**config.mk**
```make
export PLATFORM = sky130hd
export DESIGN_NAME = mult_issue_queue
export DESIGN_NICKNAME = d
export VERILOG_FILES = /design/src/rtl/mult_pkg.sv /design/src/rtl/mult_op_fifo.sv /design/src/rtl/mult_issue_queue.sv
export SDC_FILE = /design/constraint.sdc
export NUM_CORES = 1
export LEC_CHECK = 0
export CAP_MARGIN = 20
export CORE_MARGIN = 8
export CORE_UTILIZATION = 30
export CTS_BUF_LIST = sky130_fd_sc_hd__clkbuf_8
export CTS_CLUSTER_SIZE = 20
export DETAILED_ROUTE_END_ITERATION = 16
export SYNTH_ARGS = -nofsm -noshare
export SYNTH_HDL_FRONTEND = slang
export SYNTH_SLANG_ARGS = --single-unit
```
**constraint.sdc**
```tcl
create_clock -name clk -period 4.55 [get_ports clk]
set_input_delay 0.91 -clock clk [delete_from_list [all_inputs] [get_ports clk]]
set_output_delay 0.91 -clock clk [all_outputs]
set_load 0.01 [all_outputs]
```
**src/rtl/mult_pkg.sv**
```systemverilog
// Shared types and helpers for the Booth multiplier issue queue.
package mult_pkg;

    typedef enum logic [1:0] {
        IDLE  = 2'd0,
        ISSUE = 2'd1,
        WAIT  = 2'd2,
        RESP  = 2'd3
    } mult_iss_state_e;

    // Timer must be able to hold the value TIMEOUT itself.
    function automatic int timer_width(input int timeout);
        return $clog2(timeout + 1);
    endfunction

endpackage

```
**src/rtl/mult_op_fifo.sv**
```systemverilog
// Small synchronous FIFO for operand entries; head is readable combinationally
// so the issue FSM can load it in the same cycle it pops.
module mult_op_fifo #(
    parameter int DW    = 18,
    parameter int DEPTH = 4
) (
    input  logic                         clk,
    input  logic                         rst_n,
    input  logic                         push,
    input  logic [DW-1:0]                push_data,
    input  logic                         pop,
    output logic [DW-1:0]                pop_data,
    output logic                         full,
    output logic                         empty,
    output logic [$clog2(DEPTH+1)-1:0]   count
);

    localparam int AW = $clog2(DEPTH);
    localparam int CW = $clog2(DEPTH + 1);

    logic [DW-1:0] mem_q [DEPTH];
    logic [AW-1:0] wr_ptr_q, wr_ptr_d;
    logic [AW-1:0] rd_ptr_q, rd_ptr_d;
    logic [CW-1:0] count_q, count_d;
    logic          do_push, do_pop;

    assign full     = (count_q == CW'(DEPTH));
    assign empty    = (count_q == '0);
    assign count    = count_q;
    assign pop_data = mem_q[rd_ptr_q];
    assign do_push  = push && !full;
    assign do_pop   = pop && !empty;

    // DEPTH is a power of two, so the pointers wrap naturally.
    always_comb begin
        wr_ptr_d = wr_ptr_q + AW'(do_push);
        rd_ptr_d = rd_ptr_q + AW'(do_pop);
        count_d  = count_q + CW'(do_push) - CW'(do_pop);
    end

    always_ff @(posedge clk) begin
        if (do_push) begin
            mem_q[wr_ptr_q] <= push_data;
        end
    end

    always_ff @(posedge clk or negedge rst_n) begin
        if (!rst_n) begin
            wr_ptr_q <= '0;
            rd_ptr_q <= '0;
            count_q  <= '0;
        end else begin
            wr_ptr_q <= wr_ptr_d;
            rd_ptr_q <= rd_ptr_d;
            count_q  <= count_d;
        end
    end

endmodule

```
**src/rtl/mult_issue_queue.sv**
```systemverilog
// Feeds buffered operand pairs to a sequential multiplier one at a time and
// returns tagged products (or timeout errors) in issue order.
module mult_issue_queue
    import mult_pkg::*;
#(
    parameter int WIDTH   = 8,
    parameter int DEPTH   = 4,
    parameter int TAG_W   = 2,
    parameter int TIMEOUT = 15
) (
    input  logic                 clk,
    input  logic                 rst_n,
    input  logic                 in_valid,
    output logic                 in_ready,
    input  logic [WIDTH-1:0]     in_a,
    input  logic [WIDTH-1:0]     in_b,
    input  logic [TAG_W-1:0]     in_tag,
    output logic                 mult_start,
    output logic [WIDTH-1:0]     mult_a,
    output logic [WIDTH-1:0]     mult_b,
    input  logic [2*WIDTH-1:0]   mult_product,
    input  logic                 mult_done,
    output logic                 out_valid,
    input  logic                 out_ready,
    output logic [2*WIDTH-1:0]   out_product,
    output logic [TAG_W-1:0]     out_tag,
    output logic                 out_err,
    output logic                 busy
);

    localparam int TW = timer_width(TIMEOUT);
    localparam int DW = TAG_W + 2 * WIDTH;
    localparam int CW = $clog2(DEPTH + 1);

    mult_iss_state_e      state_q, state_d;
    logic [TW-1:0]        timer_q, timer_d, timer_next;
    logic [WIDTH-1:0]     a_q, a_d, b_q, b_d;
    logic [TAG_W-1:0]     tag_q, tag_d;
    logic                 out_valid_q, out_valid_d;
    logic [2*WIDTH-1:0]   out_product_q, out_product_d;
    logic [TAG_W-1:0]     out_tag_q, out_tag_d;
    logic                 out_err_q, out_err_d;

    logic                 fifo_push, fifo_pop, fifo_full, fifo_empty;
    logic [DW-1:0]        fifo_rdata;
    logic [CW-1:0]        fifo_count;

    // Ready comes only from the registered occupancy and is forced low in reset.
    assign in_ready  = rst_n && !fifo_full;
    assign fifo_push = in_valid && in_ready;

    mult_op_fifo #(
        .DW    (DW),
        .DEPTH (DEPTH)
    ) u_fifo (
        .clk       (clk),
        .rst_n     (rst_n),
        .push      (fifo_push),
        .push_data ({in_tag, in_b, in_a}),
        .pop       (fifo_pop),
        .pop_data  (fifo_rdata),
        .full      (fifo_full),
        .empty     (fifo_empty),
        .count     (fifo_count)
    );

    // Timer counts WAIT cycles including the current one.
    assign timer_next = timer_q + TW'(1);

    always_comb begin
        state_d       = state_q;
        timer_d       = timer_q;
        a_d           = a_q;
        b_d           = b_q;
        tag_d         = tag_q;
        out_valid_d   = out_valid_q;
        out_product_d = out_product_q;
        out_tag_d     = out_tag_q;
        out_err_d     = out_err_q;
        fifo_pop      = 1'b0;

        case (state_q)
            IDLE: begin
                if (!fifo_empty) begin
                    fifo_pop            = 1'b1;
                    {tag_d, b_d, a_d}   = fifo_rdata;
                    state_d             = ISSUE;
                end
            end
            ISSUE: begin
                timer_d = '0;
                state_d = WAIT;
            end
            WAIT: begin
                timer_d = timer_next;
                // A done arriving on the expiry cycle still counts as success.
                if (mult_done) begin
                    out_product_d = mult_product;
                    out_err_d     = 1'b0;
                    out_tag_d     = tag_q;
                    out_valid_d   = 1'b1;
                    state_d       = RESP;
                end else if (timer_next == TW'(TIMEOUT)) begin
                    out_product_d = '0;
                    out_err_d     = 1'b1;
                    out_tag_d     = tag_q;
                    out_valid_d   = 1'b1;
                    state_d       = RESP;
                end
            end
            RESP: begin
                if (out_ready) begin
                    out_valid_d = 1'b0;
                    if (!fifo_empty) begin
                        fifo_pop          = 1'b1;
                        {tag_d, b_d, a_d} = fifo_rdata;
                        state_d           = ISSUE;
                    end else begin
                        state_d = IDLE;
                    end
                end
            end
            default: state_d = IDLE;
        endcase
    end

    always_ff @(posedge clk or negedge rst_n) begin
        if (!rst_n) begin
            state_q       <= IDLE;
            timer_q       <= '0;
            a_q           <= '0;
            b_q           <= '0;
            tag_q         <= '0;
            out_valid_q   <= 1'b0;
            out_product_q <= '0;
            out_tag_q     <= '0;
            out_err_q     <= 1'b0;
        end else begin
            state_q       <= state_d;
            timer_q       <= timer_d;
            a_q           <= a_d;
            b_q           <= b_d;
            tag_q         <= tag_d;
            out_valid_q   <= out_valid_d;
            out_product_q <= out_product_d;
            out_tag_q     <= out_tag_d;
            out_err_q     <= out_err_d;
        end
    end

    assign mult_start  = (state_q == ISSUE);
    assign mult_a      = a_q;
    assign mult_b      = b_q;
    assign out_valid   = out_valid_q;
    assign out_product = out_product_q;
    assign out_tag     = out_tag_q;
    assign out_err     = out_err_q;
    assign busy        = (state_q != IDLE) || (fifo_count != '0);

endmodule

```
# Word-level counts from Yosys, hierarchy flattened
# Memories as Yosys holds them, arrays and structs flattened.
# Cells that the tools add are included.
[totals] memories=1 inputBits=39 elab_cells=75 ram_bits=72 regBits=51 mem_bits_ro=0 out_inout_bits=39 latchBits=0
[classes] muxes=30 div=0 n_lt_le_gt_ge=0 shifts=0 n_reduce_logical=19 bitwise_logic=0 eq_ne=8 multipliers=0 add_sub_neg=5
[memory_table] name="u_fifo.mem_q" depth=4 width=18 rd=1 rd_ports_with_merged_regs=0 wr=1 line="mult_op_fifo.sv:21" rtl="logic [DW-1:0] mem_q [DEPTH];"
[ops] cell="16-bit two-way mux" n=2
[ops] cell="8-bit two-way mux" n=4
[ops] cell="8-bit one-hot mux with 2 select lines" n=2
[ops] cell="2-bit two-way mux" n=8
[ops] cell="2-bit nonzero test" n=5
[ops] cell="1-bit two-way mux" n=9
[ops] cell="2-bit one-hot mux with 4 select lines" n=1
[ops] cell="4-bit one-hot mux with 2 select lines" n=1
[ops] cell="3-bit AND reduction" n=2
[ops] cell="2-bit by 1-bit adder with 2-bit output" n=2
[ops] cell="4-bit by 1-bit adder with 4-bit output (second input constant)" n=1
[ops] cell="2-bit equality test (second input constant)" n=2
[ops] cell="4-bit equality test (second input constant)" n=1
[ops] cell="1-bit logical AND" n=4
[ops] cell="2-bit != test (second input constant)" n=2
[ops] cell="1-bit one-hot mux with 2 select lines" n=2
[ops] cell="2-bit one-hot mux with 2 select lines" n=1
[ops] cell="2-bit AND reduction" n=2
[ops] cell="3-bit by 1-bit adder with 3-bit output" n=1
[ops] cell="3-bit equality test (second input constant)" n=1
[ops] cell="3-bit zero test" n=1
[ops] cell="3-bit != test (second input constant)" n=1
[ops] cell="3-bit nonzero test" n=1
[ops] cell="3-bit by 1-bit subtractor with 3-bit output" n=1
[ops] cell="4 further kinds" n=5

# Logic depth before layout (Yosys ltp)
[depth] word_depth=7 ltp_mapped=10 mapped_depth_nobuf=10

# Cells and area by module
# A second synthesis with hierarchy kept.
[unflattened] cells_unflattened=276 hier_area_um2=4938.5
[modules_own_cells] module="mult_op_fifo" area_each_um2=2990.4 seq_area_each_um2=2337.2 instances=1 cells_each=125
[modules_own_cells] module="mult_issue_queue" area_each_um2=1948.1 seq_area_each_um2=1101.1 instances=1 cells_each=151

# Worst setup path before layout
# Ideal clock, no wire load.
[synth_timing] path_kind="input-to-reg" from="in rst_n" to="mem u_fifo.mem_q[1][0] (enable)" required_ns=4.130 cell_stages=3 path_buffers=0 path_slack_ns=1.527 setup_ns=0.420 t_arrival_ns=2.603 path_cell_list="o31a_1 > nand2_1 > nor3b_1"
[synth_between] elab_chain_len=5
[synth_rtl] item="from (decl)" line="mult_issue_queue.sv:12" rtl="input logic rst_n,"
[synth_rtl] item="1-bit logical AND" line="mult_issue_queue.sv:49" rtl="assign in_ready = rst_n && !fifo_full;"
[synth_rtl] item="1-bit logical AND" line="mult_issue_queue.sv:50" rtl="assign fifo_push = in_valid && in_ready;"
[synth_rtl] item="1-bit logical AND" line="mult_op_fifo.sv:31" rtl="assign do_push = push && !full;"
[synth_rtl] item="1-bit two-way mux" line="mult_op_fifo.sv:42" rtl="if (do_push) begin"
[synth_rtl] item="1-bit two-way mux (implied by the code)" line="mult_op_fifo.sv:43" rtl="mem_q[wr_ptr_q] <= push_data;"
[synth_rtl] item="to (decl)" line="mult_op_fifo.sv:21"
# Every way passes these cells.

# Worst setup path after layout
[layout_timing] from="reg state_q[0]" to="out busy"
[layout_between] elab_chain_len=2
[layout_rtl] item="from (decl)" line="mult_issue_queue.sv:35" rtl="mult_iss_state_e state_q, state_d;"
[layout_rtl] item="from (signal assigned)" line="mult_issue_queue.sv:139" rtl="state_q <= state_d;"
[layout_rtl] item="2-bit nonzero test" line="mult_issue_queue.sv:158" rtl="assign busy = (state_q != IDLE) || (fifo_count != '0);"
[layout_rtl] item="1-bit logical OR" line="mult_issue_queue.sv:158"
[layout_rtl] item="to (decl)" line="mult_issue_queue.sv:28" rtl="output logic busy"
# Every way passes these cells.

==> results.sh <==
export IMPL_ys_seq_area_frac=0.704
export IMPL_synthArstFlopShare=0.415
export IMPL_totalWireLength_um=9920
export IMPL_cts_resized_gates=0
export IMPL_synthDistinctLibCells=43
export IMPL_nFillCells=1508
export IMPL_endpoint_kind="output pin"
export IMPL_synth_nets=320
export IMPL_power_density_mw_per_mm2=672
export IMPL_drc=0
export IMPL_fin_crit_ns=2.74
export IMPL_vdd_drop_max_mv=0.240
export IMPL_synth_cells=271
export IMPL_setup_viol=0
export IMPL_final_seq_area_mm2=0.00344
export IMPL_crit_required_ns=3.64
export IMPL_grt_pass1_vias=2880
export IMPL_die_x_um=144
export IMPL_routedWlPerCell_um=16.8
export IMPL_cts_sink_count=123
export IMPL_syn_area_mm2=0.00488
export IMPL_synth_flop_cell="edfxtp_1"
export IMPL_ys_ff_latch=123
export IMPL_grt_pass1_wl_um=15500
export IMPL_setup_tns_ns=0
export IMPL_track_usage=0.102
export IMPL_cts_max_level=4
export IMPL_hp_class="flip-flop to flip-flop"
export IMPL_post_route_period_util=0.602
export IMPL_yosys_warnings=0
export IMPL_hpwlAfterDp_um=6430
export IMPL_ys_top_cells_by_count="edfxtp_1 (72), dfrtp_1 (51), mux2_2 (19), mux4_2 (18), a22o_1 (16)"
export IMPL_critPathLaunchType="flip-flop"
export IMPL_core_area_mm2=0.0159
export IMPL_clk_pin_slew_ns=0.07
export IMPL_post_cts_setup_buffers=0
export IMPL_area_delta_synth_final_pct=31.0
export IMPL_hold_buffers=0
export IMPL_via_count=2678
export IMPL_rsz0062_at_grt="no"
export IMPL_synth_edf_count=72
export IMPL_drtPass1Iterations=4
export IMPL_crit_type="flip-flop to output pin"
export IMPL_final_hold_viol_count=0
export IMPL_antenna_found_initial=0
export IMPL_layout_nets=411
export IMPL_run_status="completed"
export IMPL_multiInputGateArea_mm2=0.00136
export IMPL_io_buffer_count=77
export IMPL_max_slew_worst_pin_slew_ns=1.01
export IMPL_die_area_mm2=0.0206
export IMPL_clk_path_buf_depth=2
export IMPL_dieHeight_um=144
export IMPL_grt_max_degree=52
export IMPL_critPathMaxFanout=5
export IMPL_maxCapViolCount=0
export IMPL_yosys_area_top_type_share=0.443
export IMPL_layout_drive_gt1_share=0.224
export IMPL_cts_root_buf="clkbuf_8"
export IMPL_report_power_total_mw=4.30
export IMPL_core_rowCount=46
export IMPL_max_freq_mhz=365
export IMPL_syn_area_per_cell_um2=18.0
export IMPL_postRouteAntennaNets=0
export IMPL_whs_ns=0.501
export IMPL_tritoncts="built"
export IMPL_finalClockSkew_ns=0.00923
export IMPL_io_pins=78
export IMPL_gp_congestion=0.756
export IMPL_leakage_nw=2.37
export IMPL_yosys_area_top_type="edfxtp_1"
export IMPL_worstSkewPairLatency_ns=0.42
export IMPL_hold_path_cell_count=1
export IMPL_diodes=0
export IMPL_slew_viol_final=0
export IMPL_critPathArrivalTime_ns=1.83
export IMPL_slew_headroom=0.326
export IMPL_ys_top_cells_by_area="edfxtp_1 (44%), dfrtp_1 (26%), mux4_2 (8.3%), mux2_2 (4.4%), a22o_1 (2.9%)"
export IMPL_post_drt_via_cell_ratio=4.53
export IMPL_drt_iter0_drc=149
export IMPL_worstRegToRegCells=9
export IMPL_post_synth_top_count_cell="edfxtp_1"
export IMPL_numCtsBuffers=17
export IMPL_overflow=0
export IMPL_initial_core_util=0.307
## sequential cells by signal, summed over array words and instances (netlist names), 2 cells and up
signal and cells:
u_fifo.rd_ptr_q 2, out_product 16, u_fifo.count 3, mult_b 8, u_fifo.mem_q 72, state_q 2
tag_q 2, u_fifo.wr_ptr_q 2, timer_q 4, out_tag 2, mult_a 8
## path summary, 6_finish.rpt
kind                       slack [ns]             from               to
setup / recovery                 1.81       state_q[0]             busy
hold / removal                   0.50  out_product[15]  out_product[15]
setup reg to reg                 2.12       state_q[0]  u_fifo.count[2]
hold reg to reg                  0.50  out_product[15]  out_product[15]
max in group asynchronous        3.46            rst_n   out_product[8]
min in group asynchronous        0.64            rst_n       state_q[1]
## layout by cell type (no fill, tap or decap), drive strengths merged, types with 3 or more instances in the layout
cell type       n
a21oi           5
a22o           16
buf             6
bufinv          6
clkbuf         17
clkdlybuf4s50  76
dfrtp          51
edfxtp         72
ha              9
inv            15
mux2           21
mux4           18
nand2          11
nand3           3
nor2            4
nor3            6
nor3b           3
o21ai           5
xnor2           3
## kinds of logic (layout without fill, tap and decap cells)
family,after synthesis,in the layout,share of synthesized area
XOR/XNOR,5,5,0.00897
AND/OR/NAND/NOR,36,36,0.0425
buffers and inverters,20,124,0.0200
AO/OA/AOI/OAI,37,37,0.0625
adder cells (fa/ha/maj),10,10,0.0272
flip-flops,123,123,0.704
multiplexers,40,40,0.135
## final cells by class
| type | count | area share |
|---|---|---|
| Clock inverter | 15 | 0.0385 |
| Sequential cell | 123 | 0.537 |
| Multi-Input combinational cell | 128 | 0.213 |
| Timing Repair Buffer | 82 | 0.127 |
| Inverter | 10 | 0.00587 |
| Tap cell | 216 | 0.0422 |
| Clock buffer | 17 | 0.0366 |
## metal layers
metal | track usage | wire [µm] | part of all wire | up-vias
li1 | - | - | - | 1232
met1 | 0.121 | 4400 | 0.44 | 1360
met2 | 0.164 | 4770 | 0.48 | 79
met3 | 0.0445 | 658 | 0.066 | 7
met4 | 0.0332 | 92 | 0.0093 | 0
met5 | 0 | 0 | 0 | -
## stage by stage
| stage | area (µm²) | cells | worst slack [ns] | util |
|---|---|---|---|---|
| after detailed placement | 5900 | 558 | 1.57 | 0.372 |
| after global routing | 6400 | 591 | 1.68 | 0.403 |
| after CTS | 6380 | 590 | 1.74 | 0.402 |
| final | 6400 | 591 | 1.81 | 0.403 |
| after global placement | 5900 | 558 | 1.60 | 0.372 |
| after floorplan | 4880 | 271 | 1.53 | - |
## worst max-delay path, cell delays in order, from the launching register on
cell and delay, ns:
dfrtp_1 0.42, inv_1 0.11, ha_1 0.25, nand2_1 0.08, clkdlybuf4s50_1 0.54
## power breakdown
part           internal (mW)  total, mW  leakage, nW  switching [mW]
logic                  0.846       1.47        0.858           0.627
registers               1.48       1.68         1.27           0.196
clock network          0.710       1.15        0.240           0.440
total                   3.04       4.30         2.37            1.26
Note: power is estimated with default switching activity, not from simulation.
